<file path="config.mk">
export PLATFORM = sky130hd
export DESIGN_NAME = conv_result_collector
export DESIGN_NICKNAME = d
export VERILOG_FILES = /design/src/rtl/conv_result_collector.sv
export SDC_FILE = /design/constraint.sdc
export NUM_CORES = 1
export LEC_CHECK = 0
export BUFFER_PORTS_ARGS = -buffer_cell sky130_fd_sc_hd__buf_2
export CORE_MARGIN = 3
export CORE_UTILIZATION = 61
export CTS_CLUSTER_DIAMETER = 40
export DETAILED_ROUTE_END_ITERATION = 10
export HOLD_SLACK_MARGIN = 0.08
export PLACE_DENSITY = 0.79
export SLEW_MARGIN = 20
export SYNTH_ARGS = -nofsm -noshare
export SYNTH_HDL_FRONTEND = slang
export SYNTH_SLANG_ARGS = --single-unit
</file>
<file path="constraint.sdc">
create_clock -name Clk -period 5.8 [get_ports Clk]
set_input_delay 0 -clock Clk [delete_from_list [all_inputs] [get_ports Clk]]
set_output_delay 0 -clock Clk [all_outputs]
set_load 0.01 [all_outputs]
</file>
<file path="src/rtl/conv_result_collector.sv">
// -----------------------------------------------------------------------------
// conv_result_collector
//
// Purpose:
//   Last stage of the convolution accelerator. Each new result (a rising edge
//   of cReady) is captured and tagged with its (row, col) position in the
//   output image. Tagged results go into a small fall-through FIFO. The FIFO
//   is drained by the PS-side DMA over a valid/ready stream, which carries
//   end-of-row and end-of-frame markers.
//
// Parameters:
//   DATA_W   width of finalsum / m_data
//   IMG_W    output pixels per row (>= 2)
//   IMG_H    output rows per frame (>= 1)
//   FIFO_AW  FIFO address bits; depth = 2**FIFO_AW
//
// Build option:
//   CONV_RELU_EN - when defined, negative results are stored as zero.
//                  Tags and timing are the same in both builds.
//
// Ports:
//   Clk          in   clock, all logic on posedge
//   RstIn        in   asynchronous active-low reset
//   frame_start  in   pulse: zero counters, flush FIFO, clear frame_done
//   finalsum     in   accelerator result, valid while cReady is high
//   cReady       in   result-ready level; each rising edge is one result
//   clear_err    in   pulse: clear the sticky overflow flag
//   m_data       out  FIFO head data (0 when empty)
//   m_valid      out  FIFO not empty
//   m_ready      in   consumer takes the head on m_valid & m_ready
//   m_last       out  head is the last pixel of its row
//   m_frame_end  out  head is the last pixel of the frame
//   level        out  FIFO occupancy
//   overflow     out  sticky: a result was dropped because the FIFO was full
//   frame_done   out  one-cycle pulse after the frame_end word is popped
// -----------------------------------------------------------------------------
module conv_result_collector #(
   parameter int DATA_W  = 16,
   parameter int IMG_W   = 8,
   parameter int IMG_H   = 8,
   parameter int FIFO_AW = 4
) (
   input  logic                Clk,
   input  logic                RstIn,
   input  logic                frame_start,
   input  logic [DATA_W-1:0]   finalsum,
   input  logic                cReady,
   input  logic                clear_err,
   output logic [DATA_W-1:0]   m_data,
   output logic                m_valid,
   input  logic                m_ready,
   output logic                m_last,
   output logic                m_frame_end,
   output logic [FIFO_AW:0]    level,
   output logic                overflow,
   output logic                frame_done
);

   localparam int DEPTH = 1 << FIFO_AW;
   // Counter widths. These are kept at a minimum of 1 bit so that an IMG_H of 1
   // still produces a legal vector.
   localparam int CW = (IMG_W > 1) ? $clog2(IMG_W) : 1;
   localparam int RW = (IMG_H > 1) ? $clog2(IMG_H) : 1;

   localparam logic [CW-1:0]    COL_LAST = CW'(IMG_W - 1);
   localparam logic [RW-1:0]    ROW_LAST = RW'(IMG_H - 1);
   localparam logic [FIFO_AW:0] FULL_LVL = (FIFO_AW + 1)'(DEPTH);

   typedef struct packed {
      logic [DATA_W-1:0] data;
      logic              last;
      logic              fend;
   } entry_t;

   // ---------------------------------------------------------------------------
   // State
   // ---------------------------------------------------------------------------
   entry_t             r_mem [DEPTH];
   logic [FIFO_AW:0]   r_wr_ptr;
   logic [FIFO_AW:0]   r_rd_ptr;
   logic               r_cready_q;
   logic [CW-1:0]      r_col;
   logic [RW-1:0]      r_row;
   logic               r_overflow;
   logic               r_frame_done;

   // ---------------------------------------------------------------------------
   // Combinational control
   // ---------------------------------------------------------------------------
   logic [FIFO_AW:0]   w_level;
   logic               w_empty;
   logic               w_full;
   logic               w_cap;
   logic               w_pop;
   logic               w_wr;
   logic               w_drop;
   logic               w_col_last;
   logic               w_row_last;
   logic [DATA_W-1:0]  w_store;
   entry_t             w_head;
   entry_t             w_wr_entry;

   // The pointers carry one extra bit, so a full FIFO and an empty FIFO give
   // different differences. Subtraction wraps modulo 2**(FIFO_AW+1).
   assign w_level    = r_wr_ptr - r_rd_ptr;
   assign w_empty    = (w_level == '0);
   assign w_full     = (w_level == FULL_LVL);

   // A result held high across many cycles is counted once only.
   assign w_cap      = cReady & ~r_cready_q;

   // A pop needs a visible head. A capture into an empty FIFO therefore never
   // bypasses to the consumer in the same cycle.
   assign w_pop      = ~w_empty & m_ready;

   // A pop in the same cycle frees the slot, so a full FIFO can still take a
   // word. frame_start discards any coincident capture.
   assign w_wr       = w_cap & ~frame_start & (~w_full | w_pop);
   assign w_drop     = w_cap & ~frame_start & w_full & ~w_pop;

   assign w_col_last = (r_col == COL_LAST);
   assign w_row_last = (r_row == ROW_LAST);

`ifdef CONV_RELU_EN
   assign w_store    = finalsum[DATA_W-1] ? '0 : finalsum;
`else
   assign w_store    = finalsum;
`endif

   assign w_wr_entry = '{data: w_store,
                         last: w_col_last,
                         fend: w_col_last & w_row_last};

   assign w_head     = r_mem[r_rd_ptr[FIFO_AW-1:0]];

   // ---------------------------------------------------------------------------
   // Storage (no reset needed: a stale entry is never visible, because the
   // head is forced to 0 while the FIFO is empty)
   // ---------------------------------------------------------------------------
   always_ff @(posedge Clk) begin
      if (w_wr)
         r_mem[r_wr_ptr[FIFO_AW-1:0]] <= w_wr_entry;
   end

   // ---------------------------------------------------------------------------
   // Pointers and capture edge detect
   // ---------------------------------------------------------------------------
   always_ff @(posedge Clk or negedge RstIn) begin
      if (!RstIn) begin
         r_wr_ptr   <= '0;
         r_rd_ptr   <= '0;
         r_cready_q <= 1'b0;
      end else begin
         // The cReady edge detector keeps tracking during frame_start. A level
         // still high when frame_start occurs is not captured again later.
         r_cready_q <= cReady;
         if (frame_start) begin
            r_wr_ptr <= '0;
            r_rd_ptr <= '0;
         end else begin
            if (w_wr)
               r_wr_ptr <= r_wr_ptr + (FIFO_AW + 1)'(1);
            if (w_pop)
               r_rd_ptr <= r_rd_ptr + (FIFO_AW + 1)'(1);
         end
      end
   end

   // ---------------------------------------------------------------------------
   // Position counters: these advance on every capture, including dropped ones,
   // so the tags stay aligned with the image after an overflow.
   // ---------------------------------------------------------------------------
   always_ff @(posedge Clk or negedge RstIn) begin
      if (!RstIn) begin
         r_col <= '0;
         r_row <= '0;
      end else if (frame_start) begin
         r_col <= '0;
         r_row <= '0;
      end else if (w_cap) begin
         if (w_col_last) begin
            r_col <= '0;
            r_row <= w_row_last ? '0 : r_row + RW'(1);
         end else begin
            r_col <= r_col + CW'(1);
         end
      end
   end

   // ---------------------------------------------------------------------------
   // Status flags
   // ---------------------------------------------------------------------------
   always_ff @(posedge Clk or negedge RstIn) begin
      if (!RstIn) begin
         r_overflow   <= 1'b0;
         r_frame_done <= 1'b0;
      end else begin
         // A new drop takes precedence over clear_err in the same cycle, so
         // that event is not lost. frame_start leaves overflow unchanged.
         if (w_drop)
            r_overflow <= 1'b1;
         else if (clear_err)
            r_overflow <= 1'b0;

         if (frame_start)
            r_frame_done <= 1'b0;
         else
            r_frame_done <= w_pop & w_head.fend;
      end
   end

   // ---------------------------------------------------------------------------
   // Outputs: all are derived from reset registers, so they go to 0 as soon as
   // reset is asserted.
   // ---------------------------------------------------------------------------
   assign m_valid     = ~w_empty;
   assign m_data      = w_empty ? '0 : w_head.data;
   assign m_last      = ~w_empty & w_head.last;
   assign m_frame_end = ~w_empty & w_head.fend;
   assign level       = w_level;
   assign overflow    = r_overflow;
   assign frame_done  = r_frame_done;

endmodule

</file>
==> impl_results.md <==
- Status: finished, final reports clean
- Post-synth top flop: edfxtp_1
- Synth warn: 0
- Post-Synthesis Cells: between 600 and 700
- DR vias: ~6,600
- Reg2Reg Launch Point: r_rd_ptr[2]$_DFFE_PN0P_
- HPWL after DPL: between 15 and 20 mm
- Final Max Tran Viols: 0
- Layout cells sized above 1: between 20% and 30%
- DIE HEIGHT: between 100 and 150 um
- Routed WL: between 20 and 30 mm
- RSZ-0062 raised after global routing: false
- Worst VDD drop: between 0.0003 and 0.0004 V
- Synth area leaders: edfxtp_1 70%, mux4_2 13%, dfrtp_1 3.8%, mux2i_1 1.9%, ha_1 1.3%
- Hold Buf Count CTS: 22
- Setup TNS: 0 ps
- Antenna diodes: 0
- Die width: about 150 um
- Worst slew margin: between 15 and 20%
- Syn avg cell area: ~20 um2
- Count leader, synth: edfxtp_1
- Row count: slightly above 50
- R2R Path End: r_mem[0][16]$_DFFE_PP_
- Post-Syn Area: between 10,000 and 15,000 um2
- Post-synthesis cell type count: 44
- Fmax: 0.225 GHz
- Clk_skew: about 18 ps
- Number of synthesized flops with an enable pin: 288
- Post-Syn Nets: approximately 670
- Starting Density: a little over three fifths
- First-pass GRT wire length: between 40 and 50 mm
- Hold path endpoint: r_cready_q$_DFF_PN0_
- Worst skew pair latency: between 500 and 600 ps
- Worst Max-Slew Pin Slew: between 1000 and 1500 ps
- Top-area cell type share of the netlist area: between 60% and 70%
- Post-route DRC violation count: 0
- Int Power: 4.33 mW
- Startpoint Class: flop
- Total gr overflow: 0
- I/O pin count: 48
- Data arrival time of the critical path: approximately 4600 ps
- Flops & latches, synth: 307
- Worst hold start: cReady
- Commonest cells post-synth: 288 x edfxtp_1, 72 x mux4_2, 42 x nand2_1, 24 x mux2i_1, 19 x dfrtp_1
- Placer congestion estimate: between 1 and 1.5
- CTS tree: built
- CTS buffer count: 36
- Final total power: about 6.1 mW
- Initial antenna violation count: 0
- Crit path max fanout: 42
- H-tree depth: 2
- PwrDens: ~430 nW/um2
- Area growth, synth to finish: 15.7%
- Die area: around 22,000 um2
- Routed WL per cell: around 28 um
- Crit. End Element: flop
- Logic pwr share: about a quarter
- Vias per cell: approximately 6.5
- Switching portion of total power: 29.5%
- R2R depth: 7
- Switching pwr: approximately 1.8 mW
- Asr flop ratio synth: under 10%
- Reg2reg setup slack: 1360 ps
- CTS max path bufs: 3
- Clk sinks: approximately 310
- Leakage power: 4.92 nW
- Largest net degree at the start of global routing: 58
- DR pass1 iterations: 6
- Clock power frac: about a third
- Sequential power share: approximately 41%
- Area leader, netlist: edfxtp_1
- GRT Total Usage: 26.8%
- Post-cts sizing count: 0
- Register area share after synthesis: between 70 and 80%
- Final Hold Vio Count: 0
- Critical path class: flop to flop
- Clock Root Buffer: clkbuf_16
- Hold crit path type: primary input to flop
- Max-Cap Viols: 0
- Port bufs: 47
- Required time worst endpoint: approximately 5900 ps
- Core area: ~20,000 um2
- Antenna viol nets, final: 0
- Clock Pin Slew Worst Setup and Hold Paths: around 50 ps
- Post-CTS Setup Bufs: 0
- Post-route clock period utilization: between 70 and 80%
- Post-layout min period: around 4400 ps
- Hold depth: 2
- Final setup vio count: 0
- Nets: 762
- Number of global-route vias before repair: between 6,000 and 7,000
- DR iter-0 viols: 697
## layout make-up
| cell class | instances | area, um2 |
|---|---|---|
| inverter | 10 | 37.5 |
| multi-input combinational | 285 | 3160 |
| clock buffer | 44 | 952 |
| sequential | 307 | 9130 |
| clock inverter | 18 | 165 |
| tap | 265 | 332 |
| timing repair buffer | 86 | 587 |
| fill | 1132 | 5350 |
## flip-flops by register name (all words and copies together) (netlist names)
name and count:
r_rd_ptr 5, r_col 3, r_cready_q 1, r_row 3
overflow 1, r_wr_ptr 5, frame_done 1, r_mem 288
## per-stage QoR
stage,setup slack (ps),std cells,hold slack (ps),util [%],cell area (um2)
floorplan,1340,637,-296,-,12400
global route,1220,1015,213,72.9,14400
CTS,1380,1014,181,72.8,14400
global placement,1620,930,-35.0,66.0,13000
finish,1360,1015,193,72.9,14400
detailed placement,1420,930,-30.3,66.0,13000
## how the worst max path moves through the flow
| stage | start | to | slack (ps) |
|---|---|---|---|
| final | r_rd_ptr[2]$_DFFE_PN0P_ | r_mem[0][16]$_DFFE_PP_ | 1360 |
| after global routing | r_rd_ptr[2]$_DFFE_PN0P_ | r_mem[3][16]$_DFFE_PP_ | 1220 |
| after CTS | r_rd_ptr[2]$_DFFE_PN0P_ | r_mem[0][16]$_DFFE_PP_ | 1380 |
| after detailed placement | r_rd_ptr[2]$_DFFE_PN0P_ | r_mem[0][5]$_DFFE_PP_ | 1420 |
| after global placement | r_rd_ptr[2]$_DFFE_PN0P_ | r_mem[0][5]$_DFFE_PP_ | 1620 |
| after floorplan | r_rd_ptr[1]$_DFFE_PN0P_ | r_mem[10][0]$_DFFE_PP_ | 1340 |
## placed cells by master (no fill, tap or decap), drive strengths merged, types with 2 or more instances in the layout
| cell type | count |
|---|---|
| a21oi | 9 |
| o21ai | 4 |
| nor4b | 8 |
| nand4 | 2 |
| inv | 17 |
| and3 | 17 |
| mux4 | 72 |
| mux2i | 24 |
| xor2 | 3 |
| clkinv | 9 |
| and2 | 2 |
| buf | 64 |
| nor4 | 4 |
| nand2b | 11 |
| ha | 13 |
| dlygate4sd3 | 22 |
| nand2 | 42 |
| mux2 | 3 |
| nor3 | 5 |
| or3 | 3 |
| nor2 | 18 |
| clkbuf | 44 |
| nor3b | 3 |
| a211oi | 18 |
| nor2b | 3 |
| a211o | 2 |
| nand3b | 3 |
| edfxtp | 288 |
| nand3 | 8 |
| dfrtp | 19 |
## cells by family after synthesis
family          Yosys count  synth area share (%)
buf+inv                  45                  1.80
mux                      99                  15.3
compound gates           37                  2.06
xor+xnor                  3                 0.212
simple gates            132                  5.73
flops                   307                  73.5
fa+ha+maj                14                  1.47
## routing by layer
metal,track usage (%),share of wire [%],vias to the layer above,routed length (um)
met5,0,0,-,0
met4,9.24,3.4,0,966
met3,4.54,8.3,64,2390
met2,46.4,53,368,15100
met1,34.9,35,3348,10200
li1,-,-,2770,-
## worst max-delay path, cell delays in order, from the launching register on
cell      delay (ps)
dfrtp_2         1000
inv_2            500
ha_1             480
a21oi_1          250
nand4b_1         220
and2_4           230
nor3_4           920
nor2_2           450
## power by group through the flow
stage	Sequential, mW	Combinational (mW)	Clock [mW]
finish	2.51	1.52	2.10
global route	2.53	1.60	2.23
CTS	2.52	1.52	2.14
detailed placement	2.56	1.50	0
global placement	2.56	1.47	0
floorplan	2.50	1.04	0
Power figures use the tool's default switching activity.
